$ cat config.mk
export PLATFORM = sky130hd
export DESIGN_NAME = fetch_unit
export DESIGN_NICKNAME = d
export VERILOG_FILES = /design/src/rtl/fetch_unit.sv
export SDC_FILE = /design/constraint.sdc
export NUM_CORES = 1
export LEC_CHECK = 0
export CORE_MARGIN = 10
export CORE_UTILIZATION = 40
export DETAILED_ROUTE_END_ITERATION = 12
export GPL_ROUTABILITY_DRIVEN = 0
export PLACE_DENSITY = 0.59
export SLEW_MARGIN = 15
export SYNTH_ARGS = -nofsm -noshare
export SYNTH_HDL_FRONTEND = slang
export SYNTH_SLANG_ARGS = --single-unit
$ cat constraint.sdc
create_clock -name clk -period 13.3 [get_ports clk]
set_input_delay 3.99 -clock clk [delete_from_list [all_inputs] [get_ports clk]]
set_output_delay 3.99 -clock clk [all_outputs]
set_load 0.01 [all_outputs]
$ cat src/rtl/fetch_unit.sv
// Instruction fetch unit: fetches cache lines over a tagged request/response bus and streams
// 64-bit instruction pairs to the decoder. Define FETCH_TRACE_EN to print every transfer.
module fetch_unit #(
    parameter int          LINE_BEATS = 8,
    parameter logic [12:0] REQTAG     = 13'h1100
) (
    input  logic        clk,
    input  logic        reset,
    input  logic [63:0] entry,
    output logic        bus_reqcyc,
    input  logic        bus_reqack,
    output logic [63:0] bus_req,
    output logic [12:0] bus_reqtag,
    input  logic        bus_respcyc,
    input  logic [63:0] bus_resp,
    input  logic [12:0] bus_resptag,
    output logic        bus_respack,
    input  logic        redirect_valid,
    input  logic [63:0] redirect_pc,
    output logic [63:0] instruction_full,
    output logic [63:0] instr_pc,
    output logic        instr_valid,
    input  logic        instr_ready
);
    localparam int IDX_W = $clog2(LINE_BEATS);
    localparam int CNT_W = IDX_W + 1;
    localparam int OFF_W = IDX_W + 3;
    localparam logic [CNT_W-1:0] LAST_BEAT  = CNT_W'(LINE_BEATS - 1);
    localparam logic [63:0]      LINE_BYTES = 64'(LINE_BEATS * 8);

    typedef enum logic [1:0] {IDLE, REQ, RESP, DRAIN} state_t;

    state_t           state_reg;
    logic [63:0]      pc_reg;
    logic [63:0]      pend_pc_reg;
    logic             pend_reg;
    logic [CNT_W-1:0] cnt_reg;
    logic [CNT_W-1:0] rd_idx_reg;
    logic [63:0]      line_buf [LINE_BEATS];

    logic [63:0] line_base;
    logic        store;
    logic        last_store;
    logic        deliver;
    logic        xfer;
    logic        pc_lsb_unused;

    assign line_base     = {pc_reg[63:OFF_W], {OFF_W{1'b0}}};
    assign pc_lsb_unused = ^pc_reg[2:0];

    assign bus_reqcyc  = !reset && (state_reg == REQ);
    assign bus_req     = bus_reqcyc ? line_base : '0;
    assign bus_reqtag  = REQTAG;
    assign bus_respack = !reset && (state_reg == RESP) && bus_respcyc;

    // Foreign-tag beats are acked but never stored.
    assign store      = bus_respack && (bus_resptag == REQTAG);
    assign last_store = store && (cnt_reg == LAST_BEAT);

    assign deliver = !reset && (state_reg == RESP || state_reg == DRAIN) && !pend_reg
                     && (rd_idx_reg < cnt_reg);
    assign xfer    = deliver && instr_ready;

    assign instr_valid      = deliver;
    assign instr_pc         = deliver ? line_base + (64'(rd_idx_reg) << 3) : '0;
    assign instruction_full = deliver ? line_buf[rd_idx_reg[IDX_W-1:0]] : '0;

    always_ff @(posedge clk) begin
        if (store) begin
            line_buf[cnt_reg[IDX_W-1:0]] <= bus_resp;
        end
    end

    always_ff @(posedge clk) begin
        if (reset) begin
            state_reg   <= IDLE;
            pc_reg      <= entry;
            pend_reg    <= 1'b0;
            pend_pc_reg <= '0;
            cnt_reg     <= '0;
            rd_idx_reg  <= '0;
        end else begin
            case (state_reg)
                IDLE: begin
                    if (redirect_valid) begin
                        pc_reg <= redirect_pc;
                    end
                    cnt_reg   <= '0;
                    state_reg <= REQ;
                end
                REQ: begin
                    // The request stays up unchanged; a redirect here only takes effect after the burst.
                    if (redirect_valid) begin
                        pend_reg    <= 1'b1;
                        pend_pc_reg <= redirect_pc;
                    end
                    if (bus_reqack) begin
                        cnt_reg    <= '0;
                        rd_idx_reg <= CNT_W'(pc_reg[OFF_W-1:3]);
                        state_reg  <= RESP;
                    end
                end
                RESP: begin
                    if (store) begin
                        cnt_reg <= cnt_reg + CNT_W'(1);
                    end
                    if (xfer) begin
                        rd_idx_reg <= rd_idx_reg + CNT_W'(1);
                    end
                    if (last_store) begin
                        if (redirect_valid || pend_reg) begin
                            pc_reg    <= redirect_valid ? redirect_pc : pend_pc_reg;
                            pend_reg  <= 1'b0;
                            cnt_reg   <= '0;
                            state_reg <= REQ;
                        end else begin
                            state_reg <= DRAIN;
                        end
                    end else if (redirect_valid) begin
                        pend_reg    <= 1'b1;
                        pend_pc_reg <= redirect_pc;
                    end
                end
                DRAIN: begin
                    if (redirect_valid) begin
                        pc_reg    <= redirect_pc;
                        cnt_reg   <= '0;
                        state_reg <= REQ;
                    end else if (xfer) begin
                        rd_idx_reg <= rd_idx_reg + CNT_W'(1);
                        if (rd_idx_reg == LAST_BEAT) begin
                            pc_reg    <= line_base + LINE_BYTES;
                            cnt_reg   <= '0;
                            state_reg <= REQ;
                        end
                    end
                end
                default: state_reg <= IDLE;
            endcase
        end
    end

`ifdef FETCH_TRACE_EN
    always_ff @(posedge clk) begin
        if (xfer) begin
            $display("FETCH pc=%h insn=%h", instr_pc, instruction_full);
        end
    end
`endif

endmodule

==> run summary, run 1 <==
The flow ran to the end, and the final reports show no timing, DRC or antenna violations. Clock tree synthesis found a total of 648 sinks. The logs give 70 for the number of unique standard cell types used by synthesis and 0 for the final-report hold violation count. During synthesis, Yosys emitted a total of 0 warnings. In this run, the combinational gates consume 21.7% of the power.

Final standard cell utilization of the core: 50.3%. The net count of the finished layout is 2693. For the area of all placed cells without fillers, the log shows 36500 µm². Based on the critical path, the design can be clocked at up to 0.0907 GHz. The first detailed-routing pass took 6 iterations. The post-detailed-route DRC marker count was 0; the per-cell via count in the routed design was 5.67. The shortest period the worst path allows works out to 11020 ps.

Of all flip-flops after synthesis, the portion carrying an async set or reset was 0%. Leaving out fill and tap cells, the most frequent cell in the layout is edfxtp_1. TritonCTS built the clock tree.

Along the worst path, the maximum fanout reaches 37. The portion of total power attributed to the clock network came out at 34.2%. The share of total power in sequential cells was 44.0%.

After clock tree synthesis, the repair step resized 0 gates. The number of antenna violations at the first check in global routing was 16; the number of primary I/O pins was 419. The critical path class was in -> out. The routed wire length per instance is 25.4 µm, and the number of nets with antenna violations after detailed routing is 0. Effective utilization at floorplan: 40.3%. From bottom edge to top edge, the die measures 291 µm. The HPWL after detailed placement is 57400 µm. The worst clock skew on the final layout came out at 18.3 ps. In this run the deepest clock path goes through 3 buffers. Compared with the post-synthesis result, the final layout area differs by 24.8%. The worst-case hold slack was 454 ps.

The average instance area after synthesis works out to 13.8 µm². The tree is rooted in a clkbuf_16. For the final global-route overflow total, the log shows 0. In this run, synthesis inferred 573 flip-flops with an integrated enable. Buffers inserted to repair hold after CTS numbered 0.

The worst-case IR drop observed on VDD is 117 µV. In this run, synthesis produced a sequential element count of 648. The tightest min-delay check is of the reg -> reg type.

Among all flip-flop cells after synthesis, the most frequent one is edfxtp_1. In the layout the commonest cells are edfxtp_1 (573), clkdlybuf4s50_1 (389), nand2_1 (194), nor2_1 (160), mux4_2 (128). Clock latency on the worst-skew pair, taken at its later pin, is 600 ps. Total negative slack: 0 ps. The number of global-route vias before repair is 20400, and the post-route clock period utilization is 82.9%.

The tools report the final setup violation count as 0. The total area inside the core boundary comes to 72700 µm². The finished layout holds 3489 standard cells, fillers aside. The switching share of power is 29.0%. Once placement finished, the instance area stood at 34200 µm². The tools report the kind of capture point of the worst setup path as an output port. From left edge to right edge, the die measures 291 µm. Wires add up to 88500 µm. The transition time at the pin with the least slew margin was 1170 ps. The cell count after synthesis was 2117; the sequential element share of the synthesized area was 63.9%. The total of buffers placed on input and output ports is 390, and the fraction of layout cells with a size suffix above 1 is 12.3%. The logs give 21.6% for the relative slew slack and 1.68 mW for the net switching component of the power.

Data required time of the worst path: 9310 ps. The total global routing track utilization was 20.3%. Entering global routing, the biggest net connects 73 pins. Across the run, the number of max-cap violations was 0. Total placed cells including tap cells: 3354. The tools report the total count of max-transition violations in the final report as 0.

The first global-routing pass estimated 132000 µm of wire. Buffers added to address setup during post-CTS repair amount to 0. The H-tree was split into 3 levels. The tools report the die area as 84400 µm².

The tools report the number of clock buffers inserted by TritonCTS as 72. Row generation in the floorplan step produced 99 rows. Internal power comes to 4.13 mW.

Power spread over the standard cell area amounts to 159 nW/µm². The register with the most flip-flops in the layout has 512 of them. Data arrives at the worst endpoint at 7030 ps. The clock slew seen by the registers of the worst setup and hold paths works out to 50 ps.

The startpoint type of the worst setup path is a primary input. In this run, the number of DRC markers left after iteration 0 of detailed routing was 1744. Setup repair after global routing left no endpoint under its margin.

For the total vias in the final route, the log shows 19800. The cell area that synthesis handed to floorplanning was 29300 µm². Summed over all cells, the static leakage comes to 11.5 nW.
## power groups by stage
stage	sequential (mW)	clock (mW)	combinational (mW)
global route	2.58	2.12	1.37
global placement	2.60	0	1.27
detailed placement	2.60	0	1.28
finish	2.56	1.99	1.26
CTS	2.56	2.04	1.28
floorplan	2.41	0	0.971
## layout make-up
class | count | area [µm²]
Clock inverter | 39 | 392
Fill cell | 6293 | 36200
Antenna cell | 6 | 15.0
Tap cell | 959 | 1200
Multi-Input combinational cell | 1282 | 9910
Inverter | 36 | 135
Timing Repair Buffer | 429 | 4190
Sequential cell | 648 | 18700
Clock buffer | 90 | 1970
## logic make-up (layout without fill, tap and decap cells)
group	Yosys count	in the layout	synth area share, %
AO/OA/AOI/OAI	314	314	7.10
other	2	28	0.0256
flip-flops	648	648	63.9
XOR/XNOR	60	60	1.79
AND/OR/NAND/NOR	674	674	11.4
multiplexers	199	199	12.3
adder cells (fa/ha/maj)	13	13	0.555
buffers and inverters	207	594	2.97
## final timing paths
check                        from               to  slack [ps]  cells past startpoint
setup reg to reg     state_reg[0]       pc_reg[53]        8820                      8
hold / removal    pend_pc_reg[49]  pend_pc_reg[49]         450                      2
hold reg to reg   pend_pc_reg[49]  pend_pc_reg[49]         450                      2
setup / recovery            reset     instr_pc[61]        2280                      8
## routing by layer
layer  global-route usage [%]  vias up  wire length, µm
met3                     4.59      184             6660
met4                     6.82       24             2670
li1                         -     8869                -
met5                        0        -              161
met1                     25.9     9824            36200
met2                     33.9      891            42900
## synth_stat cells (13+ instances only)
| library cell | number | area share (%) |
|---|---|---|
| a21oi_1 | 92 | 1.6 |
| a221o_1 | 29 | 0.99 |
| a221oi_1 | 21 | 0.63 |
| and2_1 | 67 | 1.4 |
| buf_1 | 21 | 0.27 |
| buf_4 | 22 | 0.56 |
| clkbuf_1 | 119 | 1.5 |
| dfxtp_1 | 75 | 5.1 |
| edfxtp_1 | 573 | 59 |
| ha_1 | 13 | 0.56 |
| inv_1 | 36 | 0.46 |
| mux2i_1 | 66 | 2.3 |
| mux4_2 | 128 | 9.8 |
| nand2_1 | 194 | 2.5 |
| nand3_1 | 39 | 0.67 |
| nand4_1 | 50 | 1.1 |
| nor2_1 | 166 | 2.1 |
| nor3_1 | 39 | 0.67 |
| nor4_1 | 23 | 0.49 |
| o21ai_0 | 70 | 1.2 |
| o22ai_1 | 15 | 0.32 |
| or3_1 | 33 | 0.70 |
| xnor2_1 | 28 | 0.84 |
| xor2_1 | 32 | 0.96 |
## metrics by stage
step                      power, mW  worst slack, ps
after floorplan                3.39             2840
final                          5.81             2280
after global routing           6.07             2080
after detailed placement       3.88             2210
after global placement         3.87             2280
after CTS                      5.88             2200
## worst max-delay path, stage by stage
cell and delay [ps]:
buf_4 230, or3_1 440, nor2_1 210, o21ai_4 300
inv_1 860, o211ai_1 190, nand2_1 180, clkdlybuf4s50_1 570
(Power assumes the default switching activity.)
==> inputs of run 2 (changes only) <==
--- a/config.mk
+++ b/config.mk
@@ -9,7 +9,7 @@
 export CORE_UTILIZATION = 40
 export DETAILED_ROUTE_END_ITERATION = 12
 export GPL_ROUTABILITY_DRIVEN = 0
-export PLACE_DENSITY = 0.59
+export PLACE_DENSITY = 0.61
 export SLEW_MARGIN = 15
 export SYNTH_ARGS = -nofsm -noshare
 export SYNTH_HDL_FRONTEND = slang
==> constraint.sdc (replaced) <==
create_clock -name clk -period 9.8 [get_ports clk]
set_input_delay 2.94 -clock clk [delete_from_list [all_inputs] [get_ports clk]]
set_output_delay 2.94 -clock clk [all_outputs]
set_load 0.01 [all_outputs]
==> run summary, run 2 (synthesized netlist as in run 1, its figures left out) <==
Among the stages of the critical path, the cell type that occurs most often is buf_4. The area growth from synthesis to layout is 24.4%. The static power due to leakage is 11.4 nW.

Entering global routing, the biggest net connects 68 pins. The worst setup path is of the in -> out kind. The clock passes through at most 3 buffers.

Setup violations remaining at the end of the flow were counted as 0. Power spread over the standard cell area amounts to 211 nW/µm². The cell type group with the largest total delay on the critical path is buffers and inverters.

Latest clock arrival within the worst-skew pair: 600 ps. The startpoint type of the worst setup path was a primary input. The sequential cells in the finished layout cover a total of 18700 µm².

At the worst endpoint, the required time is 6860 ps. The logs give 32.7% for the portion of total power attributed to the clock network and 0.118 GHz for the maximum frequency from static timing analysis. The fraction of layout cells with a size suffix above 1 is 12.2%.

The most common cell after layout, fill and taps aside is edfxtp_1. The run gives 3358 as the total placed cells including tap cells. The number of antenna violations at the first check in global routing was 11. The detailed router finished its first iteration with 1856 violations.

The number of clock buffers inserted by TritonCTS was 71; the number of global-route vias before repair was 20500. Counting both buffers and inverters, the worst setup path holds a total of 5. The register with the most flip-flops in the layout has 512 of them. The share of total power in sequential cells was 44.5%; the die area was 84400 µm². The tools report the maximum level of the CTS H-tree as 3. The worst-case IR drop observed on VDD is 156 µV. After legalization and detailed placement, the total HPWL measured 58000 µm. The switching share of power was 29.3%. The kind of capture point of the worst setup path was an output port. The total of buffers placed on input and output ports came out at 390. The tools report the post-CTS setup buffer count as 0. Path type of the worst min-delay path: reg -> reg. The tools report the number of fill cells in the layout as 6209. The cell at the root of the clock tree is clkbuf_16.

The slowest stage of the critical path is the clkdlybuf4s50_1 cell. The number of nets with antenna violations after detailed routing is 0, and the x dimension of the die is 291 µm. Across every metal layer, demand over resource in global routing totals 20.1%. Setup total negative slack on the finished layout was measured at 0 ps. The number of maximum-capacitance violations came out at 0.

Across all register-to-register paths, the minimum setup slack is 5640 ps. Total wirelength of the detailed-routed design: 87400 µm. Of all nets on the critical path, the largest fanout is 30. The run gives 22.8% as the combinational fraction of design power.

The net switching component of the power is 2.25 mW, and the final-report hold violation count is 0. The final route contains 20000 vias. STA puts the critical path data arrival time at 5500 ps. The first global-routing pass estimated 132000 µm of wire.

The count of non-filler cells in the finished layout was 3491; the final net count was 2696. The initial utilization of the core area, before any placement, comes to 40.3%. Transition time at the pin with the least slew margin: 1220 ps. After routing the design area is 36400 µm².

The first detailed-routing pass ran for 5 iterations. The run gives 453 ps as the worst-case hold slack. Clock-pin slew was measured on the worst setup and hold paths at 60 ps.

The clock drives 648 sinks. Traced cell by cell, the critical path runs through buf_4, or3_1, nor2_1, o21ai_4, buf_4, inv_1, buf_4, o211ai_1, nand2_1, clkdlybuf4s50_1. The worst pin sits at a relative slew slack of 18.0%.

The total of cells resized after clock tree synthesis was 0. Using the TritonRoute via totals, the vias-per-cell ratio works out to 5.73. After clock tree synthesis, the flow added hold-fix buffers numbering 0.

Row generation in the floorplan step produced 99 rows. For this run, design rule violations remaining after detail routing come to 0. The run finished with clean final reports.

The tools report the multi-input logic area as 9910 µm². The total count of max-transition violations in the final report was 0. Setup repair after global routing left no endpoint under its margin. The post-route clock period utilization is 86.2%, and the routed wire length per instance is 25.0 µm.

The die span in y is 291 µm, and the number of primary I/O pins is 419. In the layout the commonest cells are edfxtp_1 (573), clkdlybuf4s50_1 (389), nand2_1 (194), nor2_1 (160), mux4_2 (128). Cell internal power was estimated by the tool at 5.44 mW. Largest stage delay on the critical path: 550 ps. For the final global-route overflow total, the log shows 0.

The floorplan step defined a core boundary enclosing 72700 µm². The run gives 34200 µm² as the post-place instance area. For the worst clock skew on the final layout, the log shows 15.3 ps. TritonCTS built the clock tree. The shortest period the worst path allows works out to 8440 ps.
[run 2: worst paths after layout]
check,startpoint,end,cells after the start
max reg2reg,state_reg[0],pc_reg[60],9
max,reset,instr_pc[35],10
min,pend_pc_reg[44],pend_pc_reg[44],2
min reg2reg,pend_pc_reg[44],pend_pc_reg[44],2
[run 2: power by group through the flow]
stage                     sequential (mW)  combinational, mW  clock (mW)
final                                3.42               1.75        2.52
after global routing                 3.45               1.90        2.70
after CTS                            3.42               1.78        2.59
after detailed placement             3.48               1.77           0
after global placement               3.47               1.76           0
after floorplan                      3.28               1.32           0
[run 2: per-layer routing]
metal / wire (µm) / GRT usage, %
met1: 35300 / 25.6
met2: 42600 / 33.7
met3: 7030 / 4.71
met4: 2330 / 6.06
met5: 105 / 0
[run 2: layout make-up]
cell class | instances | area share, %
multi-input combinational | 1282 | 27.2
clock buffer | 96 | 5.28
tap | 959 | 3.29
antenna | 3 | 0.0206
sequential | 648 | 51.4
clock inverter | 34 | 0.735
timing repair buffer | 433 | 11.7
inverter | 36 | 0.371
[run 2: worst min-delay path: stages, from the launching register on]
cell and delay (ps):
dfxtp_1 310, nand2_1 50, a21oi_1 50
[run 2: stage by stage]
stage	utilization, %	worst slack [ps]	power (mW)
floorplan	-	385	4.59
global placement	47.1	1320	5.23
detailed placement	47.1	1300	5.25
CTS	50.1	1290	7.79
global route	50.1	1220	8.05
finish	50.1	1360	7.70
